===== config.mk =====
export PLATFORM = sky130hd
export DESIGN_NAME = display_scan_ctrl
export DESIGN_NICKNAME = d
export VERILOG_FILES = /design/src/rtl/display_scan_ctrl.sv
export SDC_FILE = /design/constraint.sdc
export NUM_CORES = 1
export LEC_CHECK = 0
export CORE_MARGIN = 3
export CORE_UTILIZATION = 51
export DETAILED_ROUTE_END_ITERATION = 8
export PLACE_DENSITY = 0.77
export SKIP_CTS_REPAIR_TIMING = 1
export SYNTH_ARGS = -nofsm -noshare
export SYNTH_HDL_FRONTEND = slang
export SYNTH_SLANG_ARGS = --single-unit

===== constraint.sdc =====
create_clock -name clk -period 3.5 [get_ports clk]
set_input_delay 1.05 -clock clk [delete_from_list [all_inputs] [get_ports clk]]
set_output_delay 1.05 -clock clk [all_outputs]
set_load 0.01 [all_outputs]

===== src/rtl/display_scan_ctrl.sv =====
// Six-digit multiplexed HH:MM:SS scan controller driving a shared two-digit 7-seg decoder.
// Shadow registers latch once per frame so a displayed frame never tears.
`timescale 1ns/1ps
module display_scan_ctrl #(
  parameter int unsigned SCAN_DIV    = 50000,
  parameter int unsigned BLINK_STEPS = 250
) (
  input  logic       clk,
  input  logic       rst_n,
  input  logic [6:0] hour,
  input  logic [6:0] min,
  input  logic [6:0] sec,
  input  logic [1:0] blink_sel,
  output logic [6:0] dec_val,
  input  logic [6:0] dec_led_1,
  input  logic [6:0] dec_led_2,
  output logic [6:0] seg,
  output logic [5:0] an
);

  localparam int unsigned DivW   = (SCAN_DIV > 1) ? $clog2(SCAN_DIV) : 1;
  localparam int unsigned BlinkW = (BLINK_STEPS > 1) ? $clog2(BLINK_STEPS) : 1;
  localparam logic [DivW-1:0]   DivMax   = DivW'(SCAN_DIV - 1);
  localparam logic [BlinkW-1:0] BlinkMax = BlinkW'(BLINK_STEPS - 1);

  logic [DivW-1:0]   div_q, div_d;
  logic [2:0]        dig_q, dig_d;
  logic [BlinkW-1:0] blink_cnt_q, blink_cnt_d;
  logic              blink_phase_q, blink_phase_d;
  logic              started_q;
  logic [6:0]        sh_sec_q, sh_min_q, sh_hour_q;
  logic [6:0]        seg_q, seg_d;
  logic [5:0]        an_q, an_d;
  logic              step, latch, blank;
  logic [1:0]        grp;

  function automatic logic [6:0] sat99(input logic [6:0] v);
    return (v > 7'd99) ? 7'd99 : v;
  endfunction

  always_comb begin
    div_d         = div_q + DivW'(1);
    dig_d         = dig_q;
    blink_cnt_d   = blink_cnt_q;
    blink_phase_d = blink_phase_q;
    step          = (div_q == DivMax);
    if (step) begin
      div_d = '0;
      dig_d = (dig_q == 3'd5) ? 3'd0 : dig_q + 3'd1;
      if (blink_cnt_q == BlinkMax) begin
        blink_cnt_d   = '0;
        blink_phase_d = ~blink_phase_q;
      end else begin
        blink_cnt_d = blink_cnt_q + BlinkW'(1);
      end
    end
    // First edge after reset, then only on the 5->0 frame wrap.
    latch = !started_q || (step && (dig_q == 3'd5));
  end

  always_comb begin
    grp = dig_q[2:1];
    case (grp)
      2'd0:    dec_val = sh_sec_q;
      2'd1:    dec_val = sh_min_q;
      default: dec_val = sh_hour_q;
    endcase
    blank = blink_phase_q && (blink_sel == grp + 2'd1);
    seg_d = dig_q[0] ? dec_led_2 : dec_led_1;
    an_d  = ~(6'b000001 << dig_q);
    if (blank) begin
      seg_d = 7'h7F;
      an_d  = 6'h3F;
    end
  end

  always_ff @(posedge clk or negedge rst_n) begin
    if (!rst_n) begin
      div_q         <= '0;
      dig_q         <= 3'd0;
      blink_cnt_q   <= '0;
      blink_phase_q <= 1'b0;
      started_q     <= 1'b0;
      sh_sec_q      <= 7'd0;
      sh_min_q      <= 7'd0;
      sh_hour_q     <= 7'd0;
      seg_q         <= 7'h7F;
      an_q          <= 6'h3F;
    end else begin
      div_q         <= div_d;
      dig_q         <= dig_d;
      blink_cnt_q   <= blink_cnt_d;
      blink_phase_q <= blink_phase_d;
      started_q     <= 1'b1;
      seg_q         <= seg_d;
      an_q          <= an_d;
      if (latch) begin
        sh_sec_q  <= sat99(sec);
        sh_min_q  <= sat99(min);
        sh_hour_q <= sat99(hour);
      end
    end
  end

  assign seg = seg_q;
  assign an  = an_q;

endmodule


Word-level counts from Yosys, hierarchy flattened
Index checks and enable logic that the tools add are counted.

Register bits: 63. Input bits: 39. Output and inout port bits: 20.

Shifts and indexed selects: 1. Reductions and logical operators: 6. Eq/ne operators: 5. Mux-type cells: 10. Add/sub/neg operators: 4. Magnitude comparators: 3. Bitwise logic cells: 2.

Operators with widths (count): $mux W7 (5); $gt A7 B7 Y1 const B (3); $add A16 B1 Y16 const B (1); $eq A16 B16 Y1 const B (1); $mux W16 (1); $pmux W7 S2 (1); $add A8 B1 Y8 const B (1); $eq A8 B8 Y1 const B (1); $mux W8 (1); $mux W6 (1); $not A6 Y6 (1); $shl A1 B3 Y6 const A (1); $add A3 B1 Y3 const B (1); $eq A3 B3 Y1 const B (1); $mux W3 (1); $add A2 B1 Y2 const B (1); $eq A2 B1 Y1 const B (1); $eq A2 B2 Y1 (1); $logic_and A1 B1 Y1 (2); $logic_not A2 Y1 (1); $reduce_and A2 Y1 (1); $logic_not A1 Y1 (1); $logic_or A1 B1 Y1 (1); $not A1 Y1 (1).

Depth between registers and ports, before layout
Gate-level depths: netlist of the first run.

Depth in word-level cells: 4. Depth in mapped cells: 8. Gate-level depth less buffers: 6.

Worst setup path after synthesis of the first run
No wires, ideal clock.

Path type: register to output. From: reg dig_q[1]. To: out dec_val[0]. Arrival time: 1.328 ns. Setup slack: 1.122 ns. Stages on the path, launching flop included: 7. Required time: 2.450 ns. Cells stage by stage: dfrtp_1 inv_1 ha_1 clkbuf_1 nor2_1 nand2_1 nand2_1.

Longest elaborated chain between the ends: 2.

Ends and longest elaborated chain: start: declaration (line 27) `logic [2:0] dig_q, dig_d;`; start signal: assignment (line 91) `dig_q <= dig_d;`; $eq A2 B1 Y1 / $logic_not A2 Y1 (equally long branches) (line 63) `case (grp)`; $pmux W7 S2 (*) (line 63); end: declaration (line 14) `output logic [6:0] dec_val,`.

Mark *: on every way between the ends. The rest lies on a longest branch, timed or not.

Worst setup path after layout of the first run
From: reg dig_q[1]. To: out dec_val[1].

Same word-level chain as after synthesis.

==> flow_summary.json, run 1 <==
{
  "tightest_slew_ns": 0.6855,
  "start_util_pct": 53.60,
  "crit_chain": "inv_1 > ha_1 > nor2_2 > nand2_1 > nand2_1 > clkdlybuf4s50_1",
  "rsz0062_at_grt": "no",
  "vias_per_cell": 5.610,
  "ys_ff_latch": 63,
  "pre_cts_ws_ns": 0.4175,
  "min_period_ns": 3.311,
  "num_vias": 2317,
  "cts.sinks": 63,
  "cts_buffers": 9,
  "first_pass_iters": 4,
  "fmax_mhz": 302.1,
  "power_density_mw_per_mm2": 406.1,
  "dr.first_iter.drc_count": 151,
  "syn-instance-count": 277,
  "critPathKind": "reg -> out",
  "comb_power_share_pct": 10.0,
  "drc": 0,
  "gp_congestion": 0.8624,
  "grt_pass1_wl_um": 10720,
  "die_x_um": 82.54,
  "synth-async-reset-ratio_pct": 100.0,
  "synth_top_family_by_area": "simple AND/OR/NAND/NOR gates",
  "cap_violations": 0,
  "synth-edff-count": 0,
  "synth_compound_area_share_pct": 9.925,
  "yosysSeqAreaShare_pct": 53.31,
  "fin_setup_tns_ns": 0,
  "dieArea_sq_mm": 0.006813,
  "yosysTopAreaCell": "dfrtp_1",
  "required_ns": 2.45,
  "clock_latency_ns": 0.34,
  "crit_arrival_ns": 2.26,
  "core-area_sq_mm": 0.005574,
  "seqPwrFrac_pct": 50.4,
  "wirelength_um": 6603,
  "cts_buffer_depth": 2,
  "crit_top_cell": "nand2_1",
  "grt_pass1_vias": 2244,
  "antenna_found_initial": 0,
  "ys.flop_type": "dfrtp_1",
  "dpl_cell_area_sq_mm": 0.003615,
  "layout.nets": 381,
  "total_switching_power_uw": 347.7,
  "syn_to_final_growth_pct": 27.43,
  "cts_tree": "done",
  "synth.distinct_cells": 45,
  "synthMuxAreaShare_pct": 7.328,
  "final_area_sq_mm": 0.003807,
  "cp-end-kind": "primary output",
  "drtAntennaViolNets": 0,
  "instances_no_fill": 413,
  "die_y_um": 82.54,
  "drv_slew": 0,
  "critPathLaunchType": "register",
  "min_path_type": "reg -> reg",
  "critPathMaxStageDelay_ns": 0.53,
  "finalWorstSetupSlack_ns": 0.1895,
  "outcome": "completed",
  "p_sw_share_pct": 22.49,
  "finalCritPeriodShare_pct": 94.59,
  "yosys.area_share.adder_pct": 2.513,
  "io_buffers": 58,
  "hpwl_um": 4697,
  "grt_max_degree": 36,
  "h-tree-depth": 3,
  "layout-drive-gt1-share_pct": 14.37,
  "track_usage_pct": 21.17,
  "num_rows": 27,
  "p_clk_share_pct": 39.7,
  "synth_xor_area_share_pct": 4.690,
  "finalSetupViolCount": 0,
  "synth_warnings": 0,
  "yosysTopAreaCellShare_pct": 41.88,
  "fin_worst_skew_ns": 0.01077,
  "synth_area_leaders": "dfrtp_1 (42%), dfstp_2 (11%), nand2_1 (6.9%)",
  "clock-root-buffer": "clkbuf_8",
  "cp_max_fo": 8,
  "ir_worst_vdd_mv": 0.2487,
  "antenna_cells": 0,
  "clk_pin_slew_ns": 0.07,
  "leakage_uw": 0.001621,
  "synth_simple_gate_area_share_pct": 19.64,
  "synth_area_sq_mm": 0.002988,
  "p_int_uw": 1198,
  "relSlewSlack_pct": 54.30,
  "post-place-cells": 397,
  "ios": 59,
  "hold_viol_final": 0,
  "synth_area_per_cell_sq_um": 10.79,
  "overflow": 0,
  "cpMaxStageDelayCell": "clkdlybuf4s50_1",
  "critPathBufInv": 2,
  "wl_per_cell_um": 15.99,
  "syn_nets": 322,
  "cpLargestDelayFamily": "buffers and inverters"
}
## state kept, by name (all words and copies together), names as in the netlist
name           cells
an                 6
blink_cnt_q        8
blink_phase_q      1
dig_q              3
div_q             16
seg                7
sh_hour_q          7
sh_min_q           7
sh_sec_q           7
started_q          1
## metrics by stage
stage | power (uW) | hold slack, ns | util [%]
detailed placement | 945.7 | 0.4620 | 64.85
global route | 1611 | 0.4913 | 68.31
floorplan | 845.3 | 0.4329 | -
global placement | 940.8 | 0.4484 | 64.85
finish | 1546 | 0.4700 | 68.31
CTS | 1558 | 0.4709 | 68.26
## cells in the final DEF (no fill, tap or decap), types with 6 or more instances in the layout
master	netlist	layout
o21ai_0	8	8
clkdlybuf4s50_1	0	57
o22ai_1	9	9
nand4_1	6	6
a22oi_1	7	7
ha_1	6	6
mux2_2	11	11
nor2_1	12	11
mux2i_1	8	8
nand2b_1	6	6
xor2_1	9	9
nand2_1	55	55
xnor2_1	7	7
dfstp_2	13	13
dfrtp_1	50	50
and3_1	6	6
nand3_1	9	9
clkbuf_8	0	10
## worst paths after layout
| path | startpoint | endpoint | slack, ns | depth (start not counted) |
|---|---|---|---|---|
| setup / recovery | dig_q[1]$_DFFE_PN0N_ | dec_val[1] | 0.19 | 6 |
| hold / removal | div_q[0]$_DFF_PN0_ | div_q[0]$_DFF_PN0_ | 0.47 | 1 |
| setup reg to reg | div_q[5]$_DFF_PN0_ | sh_min_q[4]$_DFFE_PN0P_ | 1.16 | 4 |
| hold reg to reg | div_q[0]$_DFF_PN0_ | div_q[0]$_DFF_PN0_ | 0.47 | 1 |
| max in group asynchronous | rst_n | an[2]$_DFF_PN1_ | 2.06 | 2 |
| min in group asynchronous | rst_n | blink_cnt_q[7]$_DFFE_PN0N_ | 0.76 | 1 |
## logic make-up after synthesis
family	count (synthesis)
simple gates	113
flops	63
compound gates	43
xor+xnor	16
fa+ha+maj	6
other cells	1
buf+inv	15
mux	20
## Yosys cell counts (all sizes together) (4+ instances only)
library cell   n
dfrtp         50
xor2           9
o21ai          9
nand2b         6
xnor2          7
ha             6
mux2i          8
nand4          7
a22oi          7
dfstp         13
inv            4
nand2         55
o31ai          5
clkbuf         5
mux2          12
nor2          13
o22ai          9
buf            6
and3           6
nand3          9
## worst register-to-register path, cell delays in order (launching register included)
cell and delay (ns):
dfrtp_1 0.47, nor4b_1 0.48, nand4_1 0.53, nor2_2 0.53, o22ai_1 0.19
## power by group through the flow
stage | clock [uW] | combinational [uW] | sequential, uW
3_3_place_gp | 0 | 151 | 790
3_5_place_dp | 0 | 154 | 791
6_report | 614 | 154 | 779
5_1_grt | 661 | 169 | 781
2_1_floorplan | 0 | 58.4 | 787
4_1_cts | 625 | 156 | 778
## layer usage
metal	global-route usage [%]	share of wire (%)	vias up
met4	6.699	1.1	0
met3	6.399	6.9	10
li1	-	-	1100
met1	27.11	44	1138
met5	0	0	-
met2	34.46	48	69
## final cells by class
class / count / area [sq um]
Multi-Input combinational cell: 199 / 1324
Clock buffer: 12 / 145.1
Inverter: 4 / 15.01
Fill cell: 445 / 1767
Clock inverter: 4 / 45.04
Sequential cell: 63 / 1593
Timing Repair Buffer: 59 / 595.6
Tap cell: 72 / 90.09
Power figures use the tool's default switching activity.
==> run 2: changes to the inputs <==
Settings changed: CTS_CLUSTER_SIZE set to 40, HOLD_SLACK_MARGIN set to 0.03.
==> results of run 2 <==
No change in the layout: final DEF, timing and power equal those of run 1.
==> run 3: changes to the inputs <==
Settings changed: SKIP_LAST_GASP set to 1.
Clock period 3.5 ns to 3.4 ns, I/O delays scaled along.
==> run 3 against run 2 <==
Compared with the run above:
- flip-flop and latch count is the same
- critical path depth is the same
- sequential share of layout area shrank 0.14 points
- routed wire length shrank 2.9%
- clock power grew 1%
- critical path type unchanged
- largest power group unchanged
- highest routed layer unchanged
==> flow_summary.json, run 3 (synthesized netlist as in run 1, its figures left out) <==
{
  "outcome": "completed",
  "die_y_um": 82.54,
  "grt_pass1_wl_um": 10570,
  "cts_tree": "done",
  "antenna_cells": 0,
  "required_ns": 2.38,
  "fmax_mhz": 317.1,
  "antenna_found_initial": 0,
  "cp_max_fo": 8,
  "num_rows": 27,
  "seqPwrFrac_pct": 50.7,
  "comb_power_share_pct": 9.9,
  "hpwl_um": 4759,
  "cp-end-kind": "primary output",
  "timing.rr.start": "div_q[4]$_DFF_PN0_",
  "dr.first_iter.drc_count": 150,
  "r2r_slack_ns": 1.14,
  "vias_per_cell": 5.457,
  "power_density_mw_per_mm2": 414.1,
  "syn_to_final_growth_pct": 27.85,
  "dieArea_sq_mm": 0.006813,
  "hold_end": "div_q[0]$_DFF_PN0_",
  "worstHoldStart": "div_q[0]$_DFF_PN0_",
  "cts_buffers": 9,
  "total_switching_power_uw": 354.6,
  "p_int_uw": 1227,
  "overflow": 0,
  "largest_reg_flops": 16,
  "cts_buffer_depth": 2,
  "finalCritPeriodShare_pct": 92.74,
  "min_period_ns": 3.153,
  "r2r-end": "sh_hour_q[4]$_DFFE_PN0P_",
  "min_path_type": "reg -> reg",
  "cap_violations": 0,
  "crit_arrival_ns": 2.13,
  "critPathLaunchType": "register",
  "clk_pin_slew_ns": 0.07,
  "fin_worst_skew_ns": 0.01085,
  "regMostFlops": "div_q",
  "hold_viol_final": 0,
  "p_sw_share_pct": 22.42,
  "cts.sinks": 63,
  "grt_pass1_vias": 2287,
  "h-tree-depth": 3,
  "leakage_uw": 0.001627,
  "num_vias": 2259,
  "instances_no_fill": 414,
  "core-area_sq_mm": 0.005574,
  "clock-root-buffer": "clkbuf_8",
  "layout-drive-gt1-share_pct": 14.62,
  "track_usage_pct": 20.73,
  "reg.largest.list": "div_q: 16 flops, blink_cnt_q: 8 flops",
  "wirelength_um": 6410,
  "relSlewSlack_pct": 56.65,
  "reg2regPathDepth": 4,
  "mostFrequentLayoutCells": "clkdlybuf4s50_1 (57), nand2_1 (55), dfrtp_1 (50), dfstp_2 (13)",
  "clock_latency_ns": 0.34,
  "die_x_um": 82.54,
  "ios": 59,
  "first_pass_iters": 4,
  "gp_congestion": 0.8450,
  "start_util_pct": 53.60,
  "p_clk_share_pct": 39.4,
  "fin_setup_tns_ns": 0,
  "min_path_cells": 1,
  "wl_per_cell_um": 15.48,
  "ir_worst_vdd_mv": 0.2471,
  "final_common_cell": "clkdlybuf4s50_1",
  "layout.nets": 382,
  "finalSetupViolCount": 0,
  "rsz0062_at_grt": "no",
  "drv_slew": 0,
  "drtAntennaViolNets": 0,
  "critPathKind": "reg -> out",
  "tightest_slew_ns": 0.6502,
  "drc": 0,
  "io_buffers": 58,
  "post-place-cells": 398,
  "grt_max_degree": 36
}
[run 3: worst max-delay path by stage]
stage            endpoint                 start  slack, ns
2_1_floorplan  dec_val[0]  dig_q[1]$_DFFE_PN0N_       1.05
3_3_place_gp   dec_val[6]  dig_q[2]$_DFFE_PN0N_       0.57
3_5_place_dp   dec_val[1]  dig_q[2]$_DFFE_PN0N_       0.49
4_1_cts        dec_val[1]  dig_q[2]$_DFFE_PN0N_       0.12
5_1_grt        dec_val[1]  dig_q[2]$_DFFE_PN0N_       0.07
6_report       dec_val[1]  dig_q[2]$_DFFE_PN0N_       0.25
[run 3: through the flow]
stage	area [sq um]	setup WS [ns]	hold WS, ns	utilization [%]	power, uW
5_1_grt	3820	0.07406	0.5028	68.53	1650
3_5_place_dp	3622	0.4875	0.4582	64.98	972.6
4_1_cts	3817	0.1207	0.4676	68.48	1594
6_report	3820	0.2468	0.4723	68.53	1582
3_3_place_gp	3622	0.5665	0.4489	64.98	969.2
2_1_floorplan	2988	1.052	0.4329	-	870.2
[run 3: routing by layer]
layer  vias to the layer above  wire, um  global-route usage [%]
met5                         -         0                       0
met4                         0        71                   8.333
met3                         8       404                   5.531
met2                        55      3080                   34.13
met1                      1088      2853                   25.88
li1                       1108         -                       -
[run 3: worst max-delay path: stages, from the launching register on]
cell and delay [ns]:
dfrtp_1 0.40, inv_1 0.12, ha_1 0.31, nor2_2 0.27, nand2_1 0.09, nand2_1 0.07
clkdlybuf4s50_1 0.53
[run 3: cell type report]
type	count	area, sq um
tap	72	90.09
fill	432	1754
clock buffer	14	183.9
timing repair buffer	60	603.1
multi-input combinational	199	1324
inverter	4	15.01
clock inverter	2	11.26
sequential	63	1593
[run 3: power groups by stage]
stage	Sequential [uW]	Clock (uW)	Combinational, uW
after global placement	815	0	154
after CTS	801	634	159
after detailed placement	815	0	158
after floorplan	810	0	60.1
after global routing	804	674	172
final	802	623	157
